## src/rtl/tda_sched_pkg.sv

```systemverilog
// Shared types and default widths for the TDA job scheduling blocks.
// Latency: n/a (declarations only).
// Backpressure: n/a.
package tda_sched_pkg;

  localparam int SCHED_ID_W    = 2;
  localparam int SCHED_SIMP_W  = 12;
  localparam int SCHED_PAIR_W  = 10;
  localparam int SCHED_TIMEOUT = 65535;

  typedef enum logic [2:0] {
    ST_IDLE,
    ST_START,
    ST_RELEASE,
    ST_WAIT,
    ST_RESP
  } sched_state_t;

  // Result returned to a requester: owner tag, pair count, watchdog abort flag.
  typedef struct packed {
    logic [SCHED_ID_W-1:0]   id;
    logic [SCHED_PAIR_W-1:0] num_pairs;
    logic                    timeout;
  } rsp_t;

endpackage

```

## src/rtl/rr_arbiter.sv

```systemverilog
// Round-robin pick: first set request bit at or after ptr, wrapping modulo NUM_REQ.
// Latency: purely combinational.
// Backpressure: none; the caller decides when to act on the pick.
module rr_arbiter #(
  parameter int NUM_REQ = 4,
  parameter int ID_W    = 2
) (
  input  logic [NUM_REQ-1:0] req,
  input  logic [ID_W-1:0]    ptr,
  output logic [ID_W-1:0]    pick,
  output logic               found
);

  // Scan NUM_REQ positions starting at ptr; the first hit wins.
  always_comb begin
    pick  = '0;
    found = 1'b0;
    for (int k = 0; k < NUM_REQ; k++) begin
      int idx;
      idx = int'(ptr) + k;
      if (idx > NUM_REQ - 1) idx = idx - NUM_REQ;
      if (!found && req[idx]) begin
        found = 1'b1;
        pick  = ID_W'(idx);
      end
    end
  end

endmodule

```

## src/rtl/homology_job_scheduler.sv

```systemverilog
// Shares one homology reduction engine between NUM_REQ requesters with round-robin grants and a watchdog.
// Latency: req_ready 1 cycle after req_valid, start pulse at +2, rsp_valid 1 cycle after completion/timeout.
// Backpressure: rsp_* held stable until rsp_ready; no new grant while a response is pending.
module homology_job_scheduler
  import tda_sched_pkg::*;
#(
  parameter int NUM_REQ = 4,
  parameter int ID_W    = SCHED_ID_W,
  parameter int SIMP_W  = SCHED_SIMP_W,
  parameter int PAIR_W  = SCHED_PAIR_W,
  parameter int TIMEOUT = SCHED_TIMEOUT
) (
  input  logic                    clk,
  input  logic                    rst,
  input  logic                    enable,
  input  logic [NUM_REQ-1:0]      req_valid,
  output logic [NUM_REQ-1:0]      req_ready,
  input  logic [NUM_REQ*SIMP_W-1:0] req_num_simplices,
  input  logic [NUM_REQ*2-1:0]    req_max_dim,
  output logic                    eng_enable,
  output logic                    eng_compute_start,
  output logic [SIMP_W-1:0]       eng_num_simplices,
  output logic [1:0]              eng_max_dimension,
  output logic [ID_W-1:0]         eng_sel,
  input  logic                    eng_complete,
  input  logic [PAIR_W-1:0]       eng_num_pairs,
  output logic                    rsp_valid,
  input  logic                    rsp_ready,
  output logic [ID_W-1:0]         rsp_id,
  output logic [PAIR_W-1:0]       rsp_num_pairs,
  output logic                    rsp_timeout,
  output logic                    busy
);

  // Watchdog only has to reach TIMEOUT-1, so this width can never wrap.
  localparam int WD_W = $clog2(TIMEOUT + 1);

  sched_state_t    state, state_nxt;
  logic [ID_W-1:0] ptr, ptr_nxt, pick;
  logic            found, grant, wd_expired;
  logic [WD_W-1:0] wd;
  rsp_t            rsp_q;

  rr_arbiter #(
    .NUM_REQ (NUM_REQ),
    .ID_W    (ID_W)
  ) u_arb (
    .req   (req_valid),
    .ptr   (ptr),
    .pick  (pick),
    .found (found)
  );

  // Arbitration is sampled only while idle; enable gates new grants only.
  assign grant      = (state == ST_IDLE) && enable && found;
  assign ptr_nxt    = (pick == ID_W'(NUM_REQ - 1)) ? '0 : pick + 1'b1;
  assign wd_expired = (wd == WD_W'(TIMEOUT - 1));

  assign eng_enable    = (state == ST_START) || (state == ST_RELEASE) || (state == ST_WAIT);
  assign busy          = (state != ST_IDLE);
  assign rsp_valid     = (state == ST_RESP);
  assign rsp_id        = rsp_q.id;
  assign rsp_num_pairs = rsp_q.num_pairs;
  assign rsp_timeout   = rsp_q.timeout;

  // State register; reset abandons any job in flight.
  always_ff @(posedge clk or posedge rst) begin
    if (rst) state <= ST_IDLE;
    else     state <= state_nxt;
  end

  // Next-state decode.
  always_comb begin
    state_nxt = state;
    case (state)
      ST_IDLE:    if (grant) state_nxt = ST_START;
      ST_START:   state_nxt = ST_RELEASE;
      ST_RELEASE: state_nxt = ST_WAIT;
      ST_WAIT:    if (eng_complete || wd_expired) state_nxt = ST_RESP;
      ST_RESP:    if (rsp_ready) state_nxt = ST_IDLE;
      default:    state_nxt = ST_IDLE;
    endcase
  end

  // Grant bookkeeping: one-cycle ready pulse, job latch, pointer advance, start pulse.
  always_ff @(posedge clk or posedge rst) begin
    if (rst) begin
      req_ready         <= '0;
      eng_compute_start <= 1'b0;
      eng_num_simplices <= '0;
      eng_max_dimension <= '0;
      eng_sel           <= '0;
      ptr               <= '0;
    end else begin
      req_ready         <= '0;
      eng_compute_start <= (state == ST_START);
      if (grant) begin
        req_ready         <= NUM_REQ'(1) << pick;
        eng_num_simplices <= req_num_simplices[pick*SIMP_W +: SIMP_W];
        eng_max_dimension <= req_max_dim[pick*2 +: 2];
        eng_sel           <= pick;
        ptr               <= ptr_nxt;
      end
    end
  end

  // Watchdog: cleared once the start pulse is released, counts while waiting.
  always_ff @(posedge clk or posedge rst) begin
    if (rst) begin
      wd <= '0;
    end else if (state == ST_RELEASE) begin
      wd <= '0;
    end else if ((state == ST_WAIT) && !eng_complete && !wd_expired) begin
      wd <= wd + 1'b1;
    end
  end

  // Response capture; completion takes priority over a simultaneous timeout.
  always_ff @(posedge clk or posedge rst) begin
    if (rst) begin
      rsp_q <= '0;
    end else if (state == ST_WAIT) begin
      if (eng_complete) begin
        rsp_q.id        <= eng_sel;
        rsp_q.num_pairs <= eng_num_pairs;
        rsp_q.timeout   <= 1'b0;
      end else if (wd_expired) begin
        rsp_q.id        <= eng_sel;
        rsp_q.num_pairs <= '0;
        rsp_q.timeout   <= 1'b1;
      end
    end
  end

endmodule

```

## config.mk

```make
export PLATFORM = sky130hd
export DESIGN_NAME = homology_job_scheduler
export DESIGN_NICKNAME = d
export VERILOG_FILES = /design/src/rtl/tda_sched_pkg.sv /design/src/rtl/rr_arbiter.sv /design/src/rtl/homology_job_scheduler.sv
export SDC_FILE = /design/constraint.sdc
export NUM_CORES = 1
export LEC_CHECK = 0
export CAP_MARGIN = 40
export CORE_MARGIN = 10
export CORE_UTILIZATION = 47
export CTS_CLUSTER_SIZE = 8
export DETAILED_ROUTE_END_ITERATION = 6
export PLACE_DENSITY = 0.89
export SLEW_MARGIN = 10
export SYNTH_ARGS = -nofsm -noshare
export SYNTH_HDL_FRONTEND = slang
export SYNTH_SLANG_ARGS = --single-unit
```

## constraint.sdc

```tcl
create_clock -name clk -period 3.6 [get_ports clk]
set_clock_uncertainty 0.1 [all_clocks]
set_input_delay 0.72 -clock clk [delete_from_list [all_inputs] [get_ports clk]]
set_output_delay 0.72 -clock clk [all_outputs]
set_load 0.02 [all_outputs]
```

# Word level (Yosys, flattened, before mapping)
# Index checks and enable logic that the tools add are counted.
# word_totals
register_bits	55
output_inout_bits	37
wordCells	96
# op_classes
multipliers	1
order_cmp	8
n_shift	3
n_mux	34
n_eq_ne	9
addsub	9
n_reduce_logical	21
# op_table
cell	count
32-bit by 4-bit less-than comparator with 1-bit output, second input constant	4
32-bit two-way mux	4
32-bit by 3-bit > comparator with 1-bit output, second input constant	3
32-bit by 4-bit subtractor with 32-bit output, second input constant	3
48-bit by 7-bit indexed part select with 12-bit output	1
16-bit two-way mux	2
13-bit two-way mux	2
16-bit by 1-bit adder with 16-bit output, second input constant	1
16-bit equality test, second input constant	1
3-bit case mux with 5 select lines	1
1-bit two-way mux	12
2-bit two-way mux	5
3-bit two-way mux	3
1-bit binary-select mux with 2-bit select	4
8-bit by 4-bit indexed part select with 2-bit output	1
1-bit logical AND	7
2-bit by 2-bit adder with 3-bit output, second input constant	2
3-bit by 2-bit equality test with 1-bit output, second input constant	2
1-bit logical NOT	5
2-bit by 2-bit multiplier with 4-bit output, second input constant	1
4-bit two-way mux	1
2-bit by 1-bit != test with 1-bit output, second input constant	2
2-bit nonzero test	2
1-bit by 2-bit << shifter with 4-bit output, first input constant	1
other kinds (13)	15

# Depth between registers and ports, before layout
# Gate-level depths: netlist of the first run.
# depth
word_depth	18
ltp_mapped	8
depth_no_buf	7

# Modules after synthesis
# From an unflattened synthesis of the first run, not the netlist that was laid out.
# unflattened
hier_cells	234
area_unflattened_um2	2836.5
# modules_own_cells
module	area_per_inst_um2	cells_per_inst	n_inst	seq_area_each_um2
homology_job_scheduler	2758.9	219	1	1376.3
rr_arbiter	77.6	15	1	0.0

# Worst setup path before layout of the first run
# OpenSTA, ideal clock, no wires.
# synth_path
kind	in2reg
from	input req_valid[1]
to	register eng_max_dimension[1]
stages	6
arrival_time_ps	1790
slack_ps	1572
n_path_buf	2
path_cell_list	o41a_1 and3b_1 buf_6 nand2_2 buf_4 o221ai_1
# synth_via
elab_chain_len	14
word_cells_on_any_way	28
cone_classes	shift (1); mux (20); reduce/logical (7)
# synth_lines
item	line	text
start: declaration	homology_job_scheduler.sv:16	input logic [NUM_REQ-1:0] req_valid,
1-bit binary-select mux with 2-bit select	rr_arbiter.sv:22	if (!found && req[idx]) begin
1-bit two-way mux (not written as such) (2 in series)	rr_arbiter.sv:22	
1-bit two-way mux	rr_arbiter.sv:22	
1-bit logical NOT	rr_arbiter.sv:22	
1-bit logical AND	rr_arbiter.sv:22	
1-bit two-way mux	rr_arbiter.sv:22	
1-bit logical NOT	rr_arbiter.sv:22	
1-bit logical AND	rr_arbiter.sv:22	
1-bit two-way mux	rr_arbiter.sv:22	
1-bit logical NOT	rr_arbiter.sv:22	
1-bit logical AND	rr_arbiter.sv:22	
2-bit two-way mux / 1-bit two-way mux (equally long branches)	rr_arbiter.sv:22	
8-bit by 4-bit indexed part select with 2-bit output / 1-bit logical AND (equally long branches)	homology_job_scheduler.sv:100, homology_job_scheduler.sv:55	
end signal: assignment	homology_job_scheduler.sv:100	eng_max_dimension <= req_max_dim[pick*2 +: 2];
end: declaration	homology_job_scheduler.sv:23	output logic [1:0] eng_max_dimension,
# Several ways; a longest one is shown, not always the timed one. The select of a mux whose other input is x is not followed.
# A chain may end at the register's enable or synchronous reset.

# Final worst setup path of the first run
# layout_path
from	input req_valid[0]
to	register eng_num_simplices[5]
# layout_via
elab_chain_len	15
word_cells_on_any_way	29
cone_classes	mul (1); shift (1); mux (20); reduce/logical (7)
# layout_lines
item	line	text
1-bit binary-select mux with 2-bit select	rr_arbiter.sv:22	
1-bit two-way mux (not written as such) (2 in series)	rr_arbiter.sv:22	
1-bit two-way mux	rr_arbiter.sv:22	
1-bit logical NOT	rr_arbiter.sv:22	
1-bit logical AND	rr_arbiter.sv:22	
1-bit two-way mux	rr_arbiter.sv:22	
1-bit logical NOT	rr_arbiter.sv:22	
1-bit logical AND	rr_arbiter.sv:22	
1-bit two-way mux	rr_arbiter.sv:22	
1-bit logical NOT	rr_arbiter.sv:22	
1-bit logical AND	rr_arbiter.sv:22	
2-bit two-way mux *	rr_arbiter.sv:22	
named net pick[0]	homology_job_scheduler.sv:39	logic [ID_W-1:0] ptr, ptr_nxt, pick;
2-bit by 2-bit multiplier with 4-bit output *	homology_job_scheduler.sv:99	eng_num_simplices <= req_num_simplices[pick*SIMP_W +: SIMP_W];
48-bit by 7-bit indexed part select with 12-bit output *	homology_job_scheduler.sv:99	
end signal: assignment	homology_job_scheduler.sv:99	
end: declaration	homology_job_scheduler.sv:22	output logic [SIMP_W-1:0] eng_num_simplices,
# Mark *: on every way through the listed nets, which the timed path passes. The rest lies on a longest branch. The select of a mux whose other input is x is not followed.

==> results of run 1 <==
-- flip-flops by register name, summed over array words and instances, names as in the netlist --
signal	flops
wd	16
eng_num_simplices	12
rsp_num_pairs	10
req_ready	4
state	3
eng_max_dimension	2
eng_sel	2
ptr	2
rsp_id	2
eng_compute_start	1
rsp_timeout	1
-- layout make-up --
class / count / area (µm²)
fillers: 439 / 1800
inverters: 9 / 33.8
multi-input cells: 183 / 1350
clock buffers: 5 / 68.8
well taps: 75 / 93.8
clock inverters: 3 / 47.5
flip-flops and latches: 55 / 1380
repair buffers: 116 / 1150
-- worst max path at each step --
stage                            start                   end  slack [ns]  depth (start not counted)
after floorplan                    rst     eng_compute_start        1.44                          1
after global placement    req_valid[0]  eng_num_simplices[7]        0.66                          8
after detailed placement  req_valid[0]  eng_num_simplices[5]        0.54                          8
after CTS                 req_valid[0]  eng_num_simplices[5]        0.88                          8
after global routing      req_valid[0]  eng_num_simplices[5]        0.71                          8
final                     req_valid[0]  eng_num_simplices[5]        0.87                          8
-- routing by layer --
| metal | vias to the layer above | wire length, µm |
|---|---|---|
| met5 | - | 0 |
| met4 | 0 | 240 |
| met3 | 19 | 509 |
| met2 | 95 | 4190 |
| met1 | 1192 | 3270 |
| li1 | 1153 | - |
-- logic make-up (layout without fill, tap and decap cells) --
group,after synthesis,count (layout),synth area share [%]
and+or+nand+nor,90,90,16.9
DFF,55,55,48.0
AOI/OAI and AO/OA,42,42,12.4
muxes,32,32,11.3
buffers and inverters,25,133,4.88
xor gates and xnor gates,13,13,3.97
adders and majority gates,6,6,2.62
-- cell usage in the layout (no fill, tap or decap), types with 3 or more instances in the layout --
master	count
a21oi_1	3
a22o_1	10
and2_1	9
and3_1	7
and3b_1	3
buf_4	5
clkbuf_8	5
clkdlybuf4s50_1	111
dfrtp_1	55
ha_1	6
inv_1	5
inv_2	4
mux2i_1	29
nand2_1	22
nand3_1	4
nand4_1	8
nor2_1	21
nor2b_1	3
o21ai_0	4
o221ai_1	14
xor2_1	13
-- worst reg2reg max path, delay by kind of cell (launching register included) --
kind                   cells  cell delay (ns)
DFF                        1             0.41
and+or+nand+nor            2             0.48
muxes                      1             0.24
buffers and inverters      2             0.60
AOI/OAI and AO/OA          2             0.22
-- cells in the mapped netlist, types with 4 or more instances --
| cell type | number | area (µm²) |
|---|---|---|
| a22o_1 | 10 | 87.6 |
| and2_1 | 9 | 56.3 |
| and3_1 | 7 | 43.8 |
| buf_2 | 7 | 35.0 |
| buf_6 | 4 | 45.0 |
| dfrtp_1 | 55 | 1380 |
| ha_1 | 6 | 75.1 |
| inv_1 | 6 | 22.5 |
| mux2i_1 | 29 | 290 |
| nand2_1 | 22 | 82.6 |
| nand3_1 | 4 | 20.0 |
| nand4_1 | 8 | 50.1 |
| nor2_1 | 21 | 78.8 |
| o21ai_0 | 4 | 20.0 |
| o221ai_1 | 14 | 123 |
| xor2_1 | 13 | 114 |
-- power by group through the flow --
stage	registers, mW	logic, mW	clock network (mW)
global route	0.977	1.48	0.456
global placement	0.950	1.34	0
floorplan	1.12	0.635	0
CTS	0.948	1.39	0.433
detailed placement	0.954	1.38	0
finish	0.948	1.37	0.432
==> impl_metrics.py, run 1 <==
metrics = {
    "critical_path": {
        "critPathCaptureType": "flop",
        "critPathMaxStageDelay_ns": 0.53,
        "rr_startpoint": "ptr[0]",
        "path_class": "input port to flop",
        "required_ns": 3.69,
        "path_max_fanout": 16,
        "path_cells": "clkdlybuf4s50_1 -> nor2b_1 -> a2111oi_2 -> or2_4 -> inv_2 -> buf_4 -> mux2i_1 -> o221ai_1",
        "r2r_end": "eng_num_simplices[5]",
        "cp_num_buf_inv": 3,
        "slowest_stage": "clkdlybuf4s50_1",
        "r2r_slack_ns": 1.43,
        "crit_family": "buffers and inverters",
        "worstSetupStartpointType": "input port",
        "reg2regPathDepth": 7,
        "cp.arrival_ns": 2.82,
    },
    "sta": {
        "setup_violations": 0,
        "hold_viol": 0,
        "whs_ns": 0.411,
        "worst_slew_margin_rel_pct": 68.3,
        "worst_pin_slew_ns": 0.473,
        "fin_tns_setup_ns": 0,
        "fin_crit_sh_pct": 75.9,
        "max_freq_mhz": 366,
        "period_needed_ns": 2.73,
        "rsz0062_at_grt": "no",
        "setup_slack_ns": 0.867,
        "finalMaxSlewViolations": 0,
    },
    "clock_network": {
        "clock_sinks": 55,
        "htreeDepth": 2,
        "post_cts_buffers": 0,
        "hold_buffers": 0,
        "root_buffer": "clkbuf_8",
        "cts_buffers": 5,
        "cts_buffer_depth": 2,
        "post_cts_resized": 0,
        "path_clk_slew_ns": 0.11,
        "tritoncts": "built",
        "clk_latency_ns": 0.32,
    },
    "layout": {
        "nets": 451,
        "drive_above_1_share_pct": 7.28,
        "fin_area_um2": 4120,
        "final_cells": 446,
        "antenna_cells": 0,
        "area_growth_pct": 43.7,
        "post-route-util_pct": 69.6,
    },
    "flow_run": {
        "maxCapViolCount": 0,
    },
    "power_and_ir_drop": {
        "comb_power_share_pct": 49.9,
        "intPower_mw": 1.69,
        "p_per_area_nw_per_um2": 668,
        "power_switching_mw": 1.06,
        "p_total_mw": 2.75,
        "p_leak_nw": 1.90,
        "p_clk_share_pct": 15.7,
        "switching_share_pct": 38.5,
        "pwr-share-seq_pct": 34.4,
        "ir_drop_mv": 0.422,
    },
    "grt": {
        "grt_pass1_vias": 2653,
        "met3_usage_pct": 4.79,
        "antenna_found_initial": 0,
        "met1_usage_pct": 18.5,
        "busiest_layer": "met2",
        "grt_pass1_wl_um": 13200,
        "grt_util_met2_pct": 28.1,
        "grt_overflow": 0,
        "grt_max_degree": 38,
        "groute.usage.overall_pct": 16.5,
    },
    "synth": {
        "syn_area_um2": 2870,
        "synth.avg_cell_area_um2": 10.9,
        "syn_nets": 344,
        "synth.distinct_cells": 45,
        "ys_seq_area_share_pct": 48.0,
        "synth_ff_type": "dfrtp_1",
        "ys_seq_elements": 55,
        "synth-edff-count": 0,
        "yosys_warnings": 0,
        "synthCells": 263,
        "synthArstFlopShare_pct": 100,
    },
    "min_path": {
        "hold_end": "rsp_id[0]",
        "worstHoldStart": "rsp_id[0]",
        "min_path_cells": 1,
        "hold_class": "flop to flop",
    },
    "place": {
        "place_ws_ns": 0.543,
        "numPortBuffers": 111,
        "placed_cell_area_um2": 4010,
        "place.gp.congestion": 0.809,
        "dpl.hpwl_um": 6270,
        "post-place-cells": 438,
    },
    "drt": {
        "wl_per_cell_um": 18.4,
        "drc": 0,
        "drt-pass1-iter-count": 4,
        "wl_um": 8220,
        "viasPerCell": 5.51,
        "num_vias": 2459,
        "ant_nets": 0,
        "drt_iter0_drc": 123,
    },
    "floorplanning": {
        "ios": 112,
        "core_area_um2": 5920,
        "rows": 28,
        "die_area_um2": 9630,
        "initial_utilization_pct": 48.5,
        "fp.dieW_um": 98.1,
        "die_h_um": 98.1,
    },
    "outcome": {
        "status": "finished, final reports clean",
    },
}
Note: power is estimated with default switching activity, not from simulation.
==> inputs of run 2 (changes only) <==
--- a/config.mk
+++ b/config.mk
@@ -7,10 +7,10 @@
 export LEC_CHECK = 0
 export CAP_MARGIN = 40
 export CORE_MARGIN = 10
-export CORE_UTILIZATION = 47
+export CORE_UTILIZATION = 44
 export CTS_CLUSTER_SIZE = 8
 export DETAILED_ROUTE_END_ITERATION = 6
-export PLACE_DENSITY = 0.89
+export PLACE_DENSITY = 0.85
 export SLEW_MARGIN = 10
 export SYNTH_ARGS = -nofsm -noshare
 export SYNTH_HDL_FRONTEND = slang
==> constraint.sdc (replaced) <==
create_clock -name clk -period 2.8 [get_ports clk]
set_clock_uncertainty 0.1 [all_clocks]
set_input_delay 0.56 -clock clk [delete_from_list [all_inputs] [get_ports clk]]
set_output_delay 0.56 -clock clk [all_outputs]
set_load 0.02 [all_outputs]
==> run 2 against run 1 <==
Compared with the run above:
- clock-buffer cell count is the same
- die area rose by 5.4%
- clock power grew 12%
- sequential share of layout area rose by 0.051 points
- core utilization down 4.8 points
- worst setup slack got worse by 0.56 ns
- sequential power is 30% higher
- first-iteration DRC count decreased by 20%
- critical endpoint is now rsp_valid
- largest cell class unchanged
- largest power group unchanged
==> impl_metrics.py, run 2 (synthesis results as in run 1) <==
metrics = {
    "layout": {
        "nFillCells": 486,
        "antenna_cells": 0,
        "final_common_cell": "clkdlybuf4s50_1",
        "regMostFlops": "wd",
        "nets": 451,
        "final_cells": 448,
        "drive_above_1_share_pct": 7.28,
        "mostFrequentLayoutCells": "clkdlybuf4s50_1, dfrtp_1, mux2i_1, nand2_1, nor2_1",
        "area_growth_pct": 43.4,
        "largest_register_ffs": 16,
        "post-route-util_pct": 64.8,
    },
    "drt": {
        "viasPerCell": 5.29,
        "wl_per_cell_um": 18.0,
        "wl_um": 8070,
        "drt-pass1-iter-count": 4,
        "dr_wl_met2_um": 4250,
        "top_layer_used": "met4",
        "met1_length_um": 3150,
        "num_vias": 2372,
        "drc": 0,
        "drt_iter0_drc": 98,
        "wl_met3_um": 521,
        "ant_nets": 0,
    },
    "critical_path": {
        "required_ns": 2.14,
        "cp.arrival_ns": 1.83,
        "worstSetupStartpointType": "flop",
        "crit_family": "buffers and inverters",
        "slowest_stage": "clkdlybuf4s50_1",
        "critPathCaptureType": "primary output",
        "path_class": "flop to primary output",
        "path_max_fanout": 7,
        "path_cells": "nor2_1 -> nand2_1 -> inv_1 -> clkdlybuf4s50_1",
        "cp_num_buf_inv": 2,
        "critPathMaxStageDelay_ns": 0.60,
    },
    "floorplanning": {
        "ios": 112,
        "rows": 29,
        "die_h_um": 101,
        "core_area_um2": 6350,
        "initial_utilization_pct": 45.2,
        "fp.dieW_um": 101,
        "die_area_um2": 10200,
    },
    "sta": {
        "max_freq_mhz": 401,
        "rsz0062_at_grt": "no",
        "finalMaxSlewViolations": 0,
        "setup_violations": 0,
        "period_needed_ns": 2.49,
        "fin_tns_setup_ns": 0,
        "setup_slack_ns": 0.307,
        "fin_crit_sh_pct": 89.0,
        "worst_pin_slew_ns": 0.687,
        "worst_slew_margin_rel_pct": 54.2,
        "hold_viol": 0,
    },
    "clock_network": {
        "cts_buffers": 5,
        "cts_buffer_depth": 2,
        "htreeDepth": 2,
        "hold_buffers": 0,
        "root_buffer": "clkbuf_8",
        "path_clk_slew_ns": 0.11,
        "post_cts_resized": 0,
        "post_cts_buffers": 0,
        "tritoncts": "built",
        "clk_latency_ns": 0.32,
        "clock_sinks": 55,
    },
    "grt": {
        "groute.usage.overall_pct": 15.7,
        "grt_pass1_wl_um": 13000,
        "grt_overflow": 0,
        "grt_pass1_vias": 2580,
        "antenna_found_initial": 0,
        "grt_max_degree": 56,
    },
    "power_and_ir_drop": {
        "ir_drop_mv": 0.532,
        "p_leak_nw": 1.90,
        "p_per_area_nw_per_um2": 842,
    },
    "place": {
        "place_ws_ns": 0.161,
        "post-place-cells": 440,
        "numPortBuffers": 111,
        "dpl.hpwl_um": 6190,
        "place.gp.congestion": 0.814,
    },
    "outcome": {
        "status": "finished, final reports clean",
    },
    "flow_run": {
        "maxCapViolCount": 0,
    },
    "min_path": {
        "hold_class": "flop to flop",
    },
}
-- run 2: cell types whose count changed in the layout (fill, tap and decap cells not counted), sizes merged --
cell | before | now
inv | 10 | 12
bufinv | 1 | 0
clkinv | 1 | 0
-- run 2: final timing paths --
path,cells past startpoint,slack [ns],to,from
worst max-delay path,4,0.31,rsp_valid,state[0]
worst min-delay path,2,0.41,eng_num_simplices[2],eng_num_simplices[2]
worst max register to register,7,0.84,rsp_id[1],wd[0]
worst min register to register,2,0.41,eng_num_simplices[2],eng_num_simplices[2]
max in group asynchronous,3,1.51,eng_num_simplices[7],rst
min in group asynchronous,3,0.64,rsp_id[1],rst
-- run 2: through the flow --
stage               power, mW  hold slack, ns  instance area [µm²]
finish                   3.47           0.407                 4120
detailed placement       3.02           0.376                 4020
floorplan                2.26           0.397                 2870
CTS                      3.50           0.405                 4120
global route             3.68           0.431                 4120
global placement         2.97           0.369                 4020
-- run 2: worst reg2reg max path, delay by kind of cell, from the launching register on --
family,cells,cell delay [ns]
DFF,1,0.41
muxes,1,0.33
adders and majority gates,1,0.15
buffers and inverters,1,0.10
and+or+nand+nor,3,0.52
AOI/OAI and AO/OA,1,0.23
-- run 2: power by group --
part,switching (mW),total (mW),leakage [nW],internal (mW)
Sequential,0.181,1.23,0.715,1.04
Combinational,0.886,1.76,1.13,0.874
Clock,0.295,0.482,0.0495,0.187
Total,1.36,3.47,1.90,2.10
-- run 2: final cells by class --
cell class	instances	area (µm²)	share of cell area, %
sequential	55	1380	33.4
multi-input combinational	183	1350	32.9
timing repair buffer	116	1160	28.2
tap	77	96.3	2.34
clock buffer	5	68.8	1.67
inverter	9	33.8	0.821
clock inverter	3	26.3	0.638
-- run 2: layer usage --
metal	GRT usage, %	vias up
met5	0	-
met4	5.43	0
met3	5.08	11
met2	26.8	71
met1	18.0	1136
li1	-	1154
